===== config.mk =====
export PLATFORM = sky130hd
export DESIGN_NAME = dpram_be_flat
export DESIGN_NICKNAME = d
export VERILOG_FILES = /design/src/rtl/dpram_be_if.sv /design/src/rtl/dpram_be.sv /design/src/flat_wrapper.sv
export SDC_FILE = /design/constraint.sdc
export NUM_CORES = 1
export LEC_CHECK = 0
export BUFFER_PORTS_ARGS = -buffer_cell sky130_fd_sc_hd__clkbuf_2
export CAP_MARGIN = 20
export CORE_MARGIN = 2
export CORE_UTILIZATION = 45
export DETAILED_ROUTE_END_ITERATION = 7
export GPL_ROUTABILITY_DRIVEN = 0
export SYNTH_ARGS = -nofsm -noshare
export SYNTH_HDL_FRONTEND = slang
export SYNTH_SLANG_ARGS = --single-unit

===== constraint.sdc =====
create_clock -name clk -period 7.38 [get_ports clk]
set_input_delay 0.369 -clock clk [delete_from_list [all_inputs] [get_ports clk]]
set_output_delay 0.369 -clock clk [all_outputs]
set_load 0.05 [all_outputs]

===== src/rtl/dpram_be_if.sv =====
// Bus bundle for the byte-enabled dual-port RAM: both access ports plus status outputs.
// Parameters must match the dpram_be instance the bundle is connected to.
interface dpram_be_if #(
    parameter int DEPTH  = 16,
    parameter int WIDTH  = 32,
    parameter int BYTE_W = 8
);
    localparam int NB = WIDTH / BYTE_W;
    localparam int AW = $clog2(DEPTH);

    logic             init_busy;
    logic             en_a;
    logic [NB-1:0]    we_a;
    logic [AW-1:0]    addr_a;
    logic [WIDTH-1:0] din_a;
    logic [WIDTH-1:0] dout_a;
    logic             rvalid_a;
    logic             en_b;
    logic [NB-1:0]    we_b;
    logic [AW-1:0]    addr_b;
    logic [WIDTH-1:0] din_b;
    logic [WIDTH-1:0] dout_b;
    logic             rvalid_b;
    logic             collision;

    modport master (
        input  init_busy, dout_a, rvalid_a, dout_b, rvalid_b, collision,
        output en_a, we_a, addr_a, din_a, en_b, we_b, addr_b, din_b
    );

    modport slave (
        output init_busy, dout_a, rvalid_a, dout_b, rvalid_b, collision,
        input  en_a, we_a, addr_a, din_a, en_b, we_b, addr_b, din_b
    );
endinterface


===== src/rtl/dpram_be.sv =====
// True dual-port RAM with byte enables, post-reset clear sweep, read-valid strobes and collision flag.
// Define DPRAM_OUTREG_EN to add a second output register stage (2-cycle read latency).
module dpram_be #(
    parameter int DEPTH    = 16,
    parameter int WIDTH    = 32,
    parameter int BYTE_W   = 8,
    parameter int RDW_MODE = 0
) (
    input  logic       clk,
    input  logic       rst,
    dpram_be_if.slave  bus
);
    localparam int NB = WIDTH / BYTE_W;
    localparam int AW = $clog2(DEPTH);

    typedef enum logic {CLEAR, RUN} state_t;

    state_t           state_q, state_d;
    logic [AW-1:0]    cnt_q, cnt_d;
    logic             clear_we;
    logic             run;
    logic             range_a, range_b;
    logic             acc_a, acc_b, wr_a, wr_b;
    logic             same_addr, both;
    logic [WIDTH-1:0] old_a, old_b, final_a, final_b, rd_a, rd_b;
    logic [WIDTH-1:0] dout_a_q, dout_b_q;
    logic             rvalid_a_q, rvalid_b_q, collision_q;
    logic [WIDTH-1:0] mem [DEPTH];

    always_ff @(posedge clk or posedge rst) begin
        if (rst) begin
            state_q <= CLEAR;
            cnt_q   <= '0;
        end else begin
            state_q <= state_d;
            cnt_q   <= cnt_d;
        end
    end

    // Clear sweep zeroes one word per cycle, then RUN until the next reset.
    always_comb begin
        state_d  = state_q;
        cnt_d    = cnt_q;
        clear_we = 1'b0;
        case (state_q)
            CLEAR: begin
                clear_we = 1'b1;
                if (cnt_q == AW'(DEPTH - 1)) begin
                    state_d = RUN;
                    cnt_d   = '0;
                end else begin
                    cnt_d = cnt_q + 1'b1;
                end
            end
            RUN: ;
        endcase
    end

    assign run = (state_q == RUN);

    generate
        if (DEPTH == (1 << AW)) begin : g_pow2
            assign range_a = 1'b1;
            assign range_b = 1'b1;
        end else begin : g_npow2
            assign range_a = ({1'b0, bus.addr_a} < (AW + 1)'(DEPTH));
            assign range_b = ({1'b0, bus.addr_b} < (AW + 1)'(DEPTH));
        end
    endgenerate

    assign acc_a     = run & bus.en_a;
    assign acc_b     = run & bus.en_b;
    assign wr_a      = acc_a & range_a;
    assign wr_b      = acc_b & range_b;
    assign same_addr = (bus.addr_a == bus.addr_b);
    assign both      = acc_a & acc_b & same_addr;

    // final_x is the word the addressed location will hold after this edge, with port A
    // taking priority on lanes both ports write.
    always_comb begin
        old_a   = range_a ? mem[bus.addr_a] : '0;
        old_b   = range_b ? mem[bus.addr_b] : '0;
        final_a = old_a;
        final_b = old_b;
        for (int i = 0; i < NB; i++) begin
            if (bus.we_a[i])
                final_a[i*BYTE_W +: BYTE_W] = bus.din_a[i*BYTE_W +: BYTE_W];
            else if (both && bus.we_b[i])
                final_a[i*BYTE_W +: BYTE_W] = bus.din_b[i*BYTE_W +: BYTE_W];
            if (both && bus.we_a[i])
                final_b[i*BYTE_W +: BYTE_W] = bus.din_a[i*BYTE_W +: BYTE_W];
            else if (bus.we_b[i])
                final_b[i*BYTE_W +: BYTE_W] = bus.din_b[i*BYTE_W +: BYTE_W];
        end
        if (!range_a) final_a = '0;
        if (!range_b) final_b = '0;
        rd_a = ((|bus.we_a) && (RDW_MODE != 0)) ? final_a : old_a;
        rd_b = ((|bus.we_b) && (RDW_MODE != 0)) ? final_b : old_b;
    end

    // Port A lanes are written last so they override port B on a shared address.
    always_ff @(posedge clk) begin
        if (clear_we) begin
            mem[cnt_q] <= '0;
        end else begin
            for (int i = 0; i < NB; i++) begin
                if (wr_b && bus.we_b[i])
                    mem[bus.addr_b][i*BYTE_W +: BYTE_W] <= bus.din_b[i*BYTE_W +: BYTE_W];
                if (wr_a && bus.we_a[i])
                    mem[bus.addr_a][i*BYTE_W +: BYTE_W] <= bus.din_a[i*BYTE_W +: BYTE_W];
            end
        end
    end

    always_ff @(posedge clk or posedge rst) begin
        if (rst) begin
            dout_a_q    <= '0;
            dout_b_q    <= '0;
            rvalid_a_q  <= 1'b0;
            rvalid_b_q  <= 1'b0;
            collision_q <= 1'b0;
        end else begin
            if (acc_a) dout_a_q <= rd_a;
            if (acc_b) dout_b_q <= rd_b;
            rvalid_a_q  <= acc_a;
            rvalid_b_q  <= acc_b;
            collision_q <= both & ((|bus.we_a) | (|bus.we_b));
        end
    end

`ifdef DPRAM_OUTREG_EN
    logic [WIDTH-1:0] dout_a_q2, dout_b_q2;
    logic             rvalid_a_q2, rvalid_b_q2, collision_q2;

    always_ff @(posedge clk or posedge rst) begin
        if (rst) begin
            dout_a_q2    <= '0;
            dout_b_q2    <= '0;
            rvalid_a_q2  <= 1'b0;
            rvalid_b_q2  <= 1'b0;
            collision_q2 <= 1'b0;
        end else begin
            dout_a_q2    <= dout_a_q;
            dout_b_q2    <= dout_b_q;
            rvalid_a_q2  <= rvalid_a_q;
            rvalid_b_q2  <= rvalid_b_q;
            collision_q2 <= collision_q;
        end
    end

    assign bus.dout_a    = dout_a_q2;
    assign bus.dout_b    = dout_b_q2;
    assign bus.rvalid_a  = rvalid_a_q2;
    assign bus.rvalid_b  = rvalid_b_q2;
    assign bus.collision = collision_q2;
`else
    assign bus.dout_a    = dout_a_q;
    assign bus.dout_b    = dout_b_q;
    assign bus.rvalid_a  = rvalid_a_q;
    assign bus.rvalid_b  = rvalid_b_q;
    assign bus.collision = collision_q;
`endif

    assign bus.init_busy = (state_q == CLEAR);
endmodule


===== src/flat_wrapper.sv =====
// flat-port wrapper written by rule: the top's interface ports become plain ports
module dpram_be_flat 
#(
    parameter int DEPTH    = 16,
    parameter int WIDTH    = 32,
    parameter int BYTE_W   = 8,
    parameter int RDW_MODE = 0
)
  (clk, rst, bus_init_busy, bus_dout_a, bus_rvalid_a, bus_dout_b, bus_rvalid_b, bus_collision, bus_en_a, bus_we_a, bus_addr_a, bus_din_a, bus_en_b, bus_we_b, bus_addr_b, bus_din_b);
  dpram_be_if #(.DEPTH(DEPTH), .WIDTH(WIDTH), .BYTE_W(BYTE_W)) bus_i ();
  input  logic clk;
  input  logic rst;
  output wire logic [$bits(bus_i.init_busy)-1:0] bus_init_busy;
  output wire logic [$bits(bus_i.dout_a)-1:0] bus_dout_a;
  output wire logic [$bits(bus_i.rvalid_a)-1:0] bus_rvalid_a;
  output wire logic [$bits(bus_i.dout_b)-1:0] bus_dout_b;
  output wire logic [$bits(bus_i.rvalid_b)-1:0] bus_rvalid_b;
  output wire logic [$bits(bus_i.collision)-1:0] bus_collision;
  input wire logic [$bits(bus_i.en_a)-1:0] bus_en_a;
  input wire logic [$bits(bus_i.we_a)-1:0] bus_we_a;
  input wire logic [$bits(bus_i.addr_a)-1:0] bus_addr_a;
  input wire logic [$bits(bus_i.din_a)-1:0] bus_din_a;
  input wire logic [$bits(bus_i.en_b)-1:0] bus_en_b;
  input wire logic [$bits(bus_i.we_b)-1:0] bus_we_b;
  input wire logic [$bits(bus_i.addr_b)-1:0] bus_addr_b;
  input wire logic [$bits(bus_i.din_b)-1:0] bus_din_b;
  assign bus_init_busy = bus_i.init_busy;
  assign bus_dout_a = bus_i.dout_a;
  assign bus_rvalid_a = bus_i.rvalid_a;
  assign bus_dout_b = bus_i.dout_b;
  assign bus_rvalid_b = bus_i.rvalid_b;
  assign bus_collision = bus_i.collision;
  assign bus_i.en_a = bus_en_a;
  assign bus_i.we_a = bus_we_a;
  assign bus_i.addr_a = bus_addr_a;
  assign bus_i.din_a = bus_din_a;
  assign bus_i.en_b = bus_en_b;
  assign bus_i.we_b = bus_we_b;
  assign bus_i.addr_b = bus_addr_b;
  assign bus_i.din_b = bus_din_b;
  dpram_be #(.DEPTH(DEPTH), .WIDTH(WIDTH), .BYTE_W(BYTE_W), .RDW_MODE(RDW_MODE)) u_core (.clk(clk), .rst(rst), .bus(bus_i));
endmodule

==> results.md <==
- Status: complete, no violations
- Core area: 74,320 um^2
- WP data required: ~7.6 ns
- Area leader, netlist: edfxtp_1
- Netlist cell types: 51
- Post-synth EDFFs: a little over 500
- Drt total wl: 113,900 um
- Comb power frac: a little over an eighth
- Area Growth Syn to Fin: 11.14%
- Vias: around 24,000
- CP Class: reg2reg
- DP Worst Slack: between 3 and 4 ns
- CTS buffer count: 68
- Starting density of the core: 45.46%
- Worst R2R Start: u_core.run$_DFF_PP0_
- Max-cap violation count: 0
- Leading cell type in the layout, fill and taps excluded: edfxtp_1
- DRC violations left: 0
- Setup total negative slack: 0 ns
- Top cells by area, synth: edfxtp_1 46%, mux2_2 17%, mux2i_1 13%
- P_leak: roughly 0.015 uW
- Clock power frac: approximately two fifths
- Vias in the first global route: approximately 25,000
- Post-DP HPWL: between 70,000 and 80,000 um
- DIE WIDTH: ~280 um
- WP data arrival: 4.46 ns
- Syn avg cell area: approximately 13 um^2
- RSZ-0062 raised after global routing: no
- Global-route wire length before repair: 165,700 um
- Sequential Area: about 17,000 um^2
- #FFs+latches synth: 584
- Initial antenna violation count: 6
- Hold WC Path Type: in2async
- Largest net degree at the start of global routing: around 130
- Gr ovfl total: 0
- IO buf count: around 150
- Total GRT Usage: roughly 29%
- Layout Nets: 2,754
- VDD IR max: 0.0001168 V
- Drt initial violations: around 2,800
- Crit path capture type: flop
- Seq pwr share: 45.9%
- Synthesized instance count: around 2,600
- TritonCTS clock tree: yes
- Worst slew margin: between 10% and 20%
- DR WL/cell: 30.85 um
- Top cell type's share of synthesized area: between 40 and 50%
- Yosys warning count: 0
- Power Internal: ~5900 uW
- Max frequency: around 0.24 GHz
- Final worst setup slack: ~3.1 ns
- Final period utilization: between 50% and 60%
- Most used DFF post-synth: edfxtp_1
- DR pass1 iterations: 7
- Netlist Area Pre-Place: 33,780 um^2
- Fraction of layout cells with a size suffix above 1: between 30 and 40%
- H-tree levels: 3
- CP max FO: a little over 40
- Antenna viol nets, final: 0
- Setup Viol. Count Final: 0
- Rows: 100
- Max Buffers Root-to-Sink: 3
- Flop-to-flop setup slack: approximately 3.1 ns
- # IOs: around 150
- Leading cell types in the layout, fill and taps excluded: 512 x edfxtp_1, 504 x mux2_2, 448 x mux2i_1
- Sequential area share after synthesis: between 50% and 60%
- Chip height: ~280 um
- Fillers: ~6,500
- DIE AREA: slightly below 80,000 um^2
- Syn nets: 2,705
- Crit path time final: approximately 4.2 ns
- Worst-Skew Late Latency: about 0.6 ns
- CTS sink cnt: 584
- Root buffer cell: clkbuf_16
- Slew @ Worst Pin: 1.247 ns
- Worst reg2reg endpoint: u_core.mem[14][3]$_DFFE_PP_
- Multi-input gate area: around 15,000 um^2
- Clk_skew: ~0.017 ns
- Fin. max-slew vios: 0
- Startpoint types: flop
- Power density over the cells: about 220 nW/um^2
- Sw frac: roughly a quarter
- Vias per cell: about 6.6
- Share of async-settable or async-resettable flops after synthesis: between 10% and 20%
- Clock slew seen by the registers of the worst setup and hold paths: roughly 0.06 ns
- Worst r2r path cells: 6
- Total net switching power: about 2100 uW
- Hold Vio Cnt, Final: 0
-- layer usage --
metal	global-route usage (%)	up-vias	wire (um)	part of all wire (%)
met3	6.095	286	9999	8.8
met5	1.001	-	153	0.13
met1	37.47	12340	45330	40
met2	47.67	1267	54420	48
met4	11.45	8	4012	3.5
li1	-	10300	-	-
-- kinds of logic after synthesis --
group	Yosys count	share of synthesized area (%)
multiplexers	993	32.51
flip-flops	584	50.84
AND/OR/NAND/NOR	417	5.963
AO/OA/AOI/OAI	359	7.089
buffers and inverters	261	3.433
XOR/XNOR	5	0.1296
adder cells (fa/ha/maj)	1	0.03703
-- critical path, cell delays in order, from the launching register on --
cell     delay, ns
dfrtp_1       0.53
nand2_2       0.10
buf_4         0.65
inv_2         0.63
a21oi_1       0.65
o21ai_0       0.31
o22ai_1       0.94
-- power groups by stage --
| stage | combinational [uW] | clock [uW] | sequential (uW) |
|---|---|---|---|
| floorplan | 572 | 0 | 3920 |
| global placement | 1020 | 0 | 3770 |
| detailed placement | 1040 | 0 | 3770 |
| CTS | 1050 | 3340 | 3700 |
| global route | 1120 | 3470 | 3710 |
| finish | 1060 | 3310 | 3700 |
-- per-stage QoR --
step	utilization, %	area [um^2]	std cells	hold WS, ns	total power (uW)
after CTS	50.39	37450	3682	0.2393	8093
after global routing	50.52	37540	3692	0.3150	8299
after floorplan	-	33780	2620	0.5207	4490
final	50.52	37550	3693	0.2888	8074
after detailed placement	47.48	35290	3559	0.3730	4816
after global placement	47.40	35230	3554	0.3654	4791
-- how the worst max path moves through the flow --
stage                         start                           to  slack [ns]
2_1_floorplan           bus_we_b[0]   u_core.mem[0][0]$_DFFE_PP_        4.74
3_3_place_gp               bus_en_b  u_core.mem[14][4]$_DFFE_PP_        3.33
3_5_place_dp               bus_en_b  u_core.mem[8][21]$_DFFE_PP_        3.21
4_1_cts        u_core.run$_DFF_PP0_  u_core.mem[8][17]$_DFFE_PP_        3.22
5_1_grt        u_core.run$_DFF_PP0_  u_core.mem[7][19]$_DFFE_PP_        3.00
6_report       u_core.run$_DFF_PP0_  u_core.mem[14][3]$_DFFE_PP_        3.14
-- Yosys cell counts (2+ instances only) --
library cell,count
a21oi_1,18
a221oi_1,32
a22oi_1,96
a31oi_1,32
a31oi_2,2
and2_1,2
and3_1,34
and3_4,3
buf_1,5
buf_2,79
buf_4,5
buf_6,8
clkbuf_1,157
clkbuf_2,2
dfrtp_1,72
edfxtp_1,512
inv_1,4
mux2_1,9
mux2_2,504
mux2i_1,448
mux4_2,32
nand2_1,137
nand2_2,4
nand2b_1,5
nand3_1,91
nand3b_1,3
nand4_1,23
nor2_1,70
nor2_2,20
nor2b_1,5
nor3_1,5
nor4_1,5
nor4b_1,4
o21ai_0,73
o22ai_1,84
o31ai_1,17
xnor2_1,2
xor2_1,3
-- repair_timing --
action,in CTS,in global routing
setup buffers,0,0
hold buffers,1,0
gates resized for setup,0,0
endpoints found under the hold margin,24,0
-- state kept, by name, indices dropped and copies added, names as in the netlist --
register,cells
u_core.bus.rvalid_b,1
u_core.bus.rvalid_a,1
u_core.mem,512
u_core.cnt_q,4
u_core.bus.dout_b,32
u_core.bus.collision,1
u_core.run,1
u_core.bus.dout_a,32
-- final cells by class --
cell class,count,area share [%]
sequential,584,45.75
multi-input combinational,1775,41.28
clock buffer,92,5.108
timing repair buffer,235,3.945
tap,969,3.229
clock inverter,30,0.6165
inverter,5,0.05665
antenna,3,0.01999
Note: power is estimated with default switching activity, not from simulation.
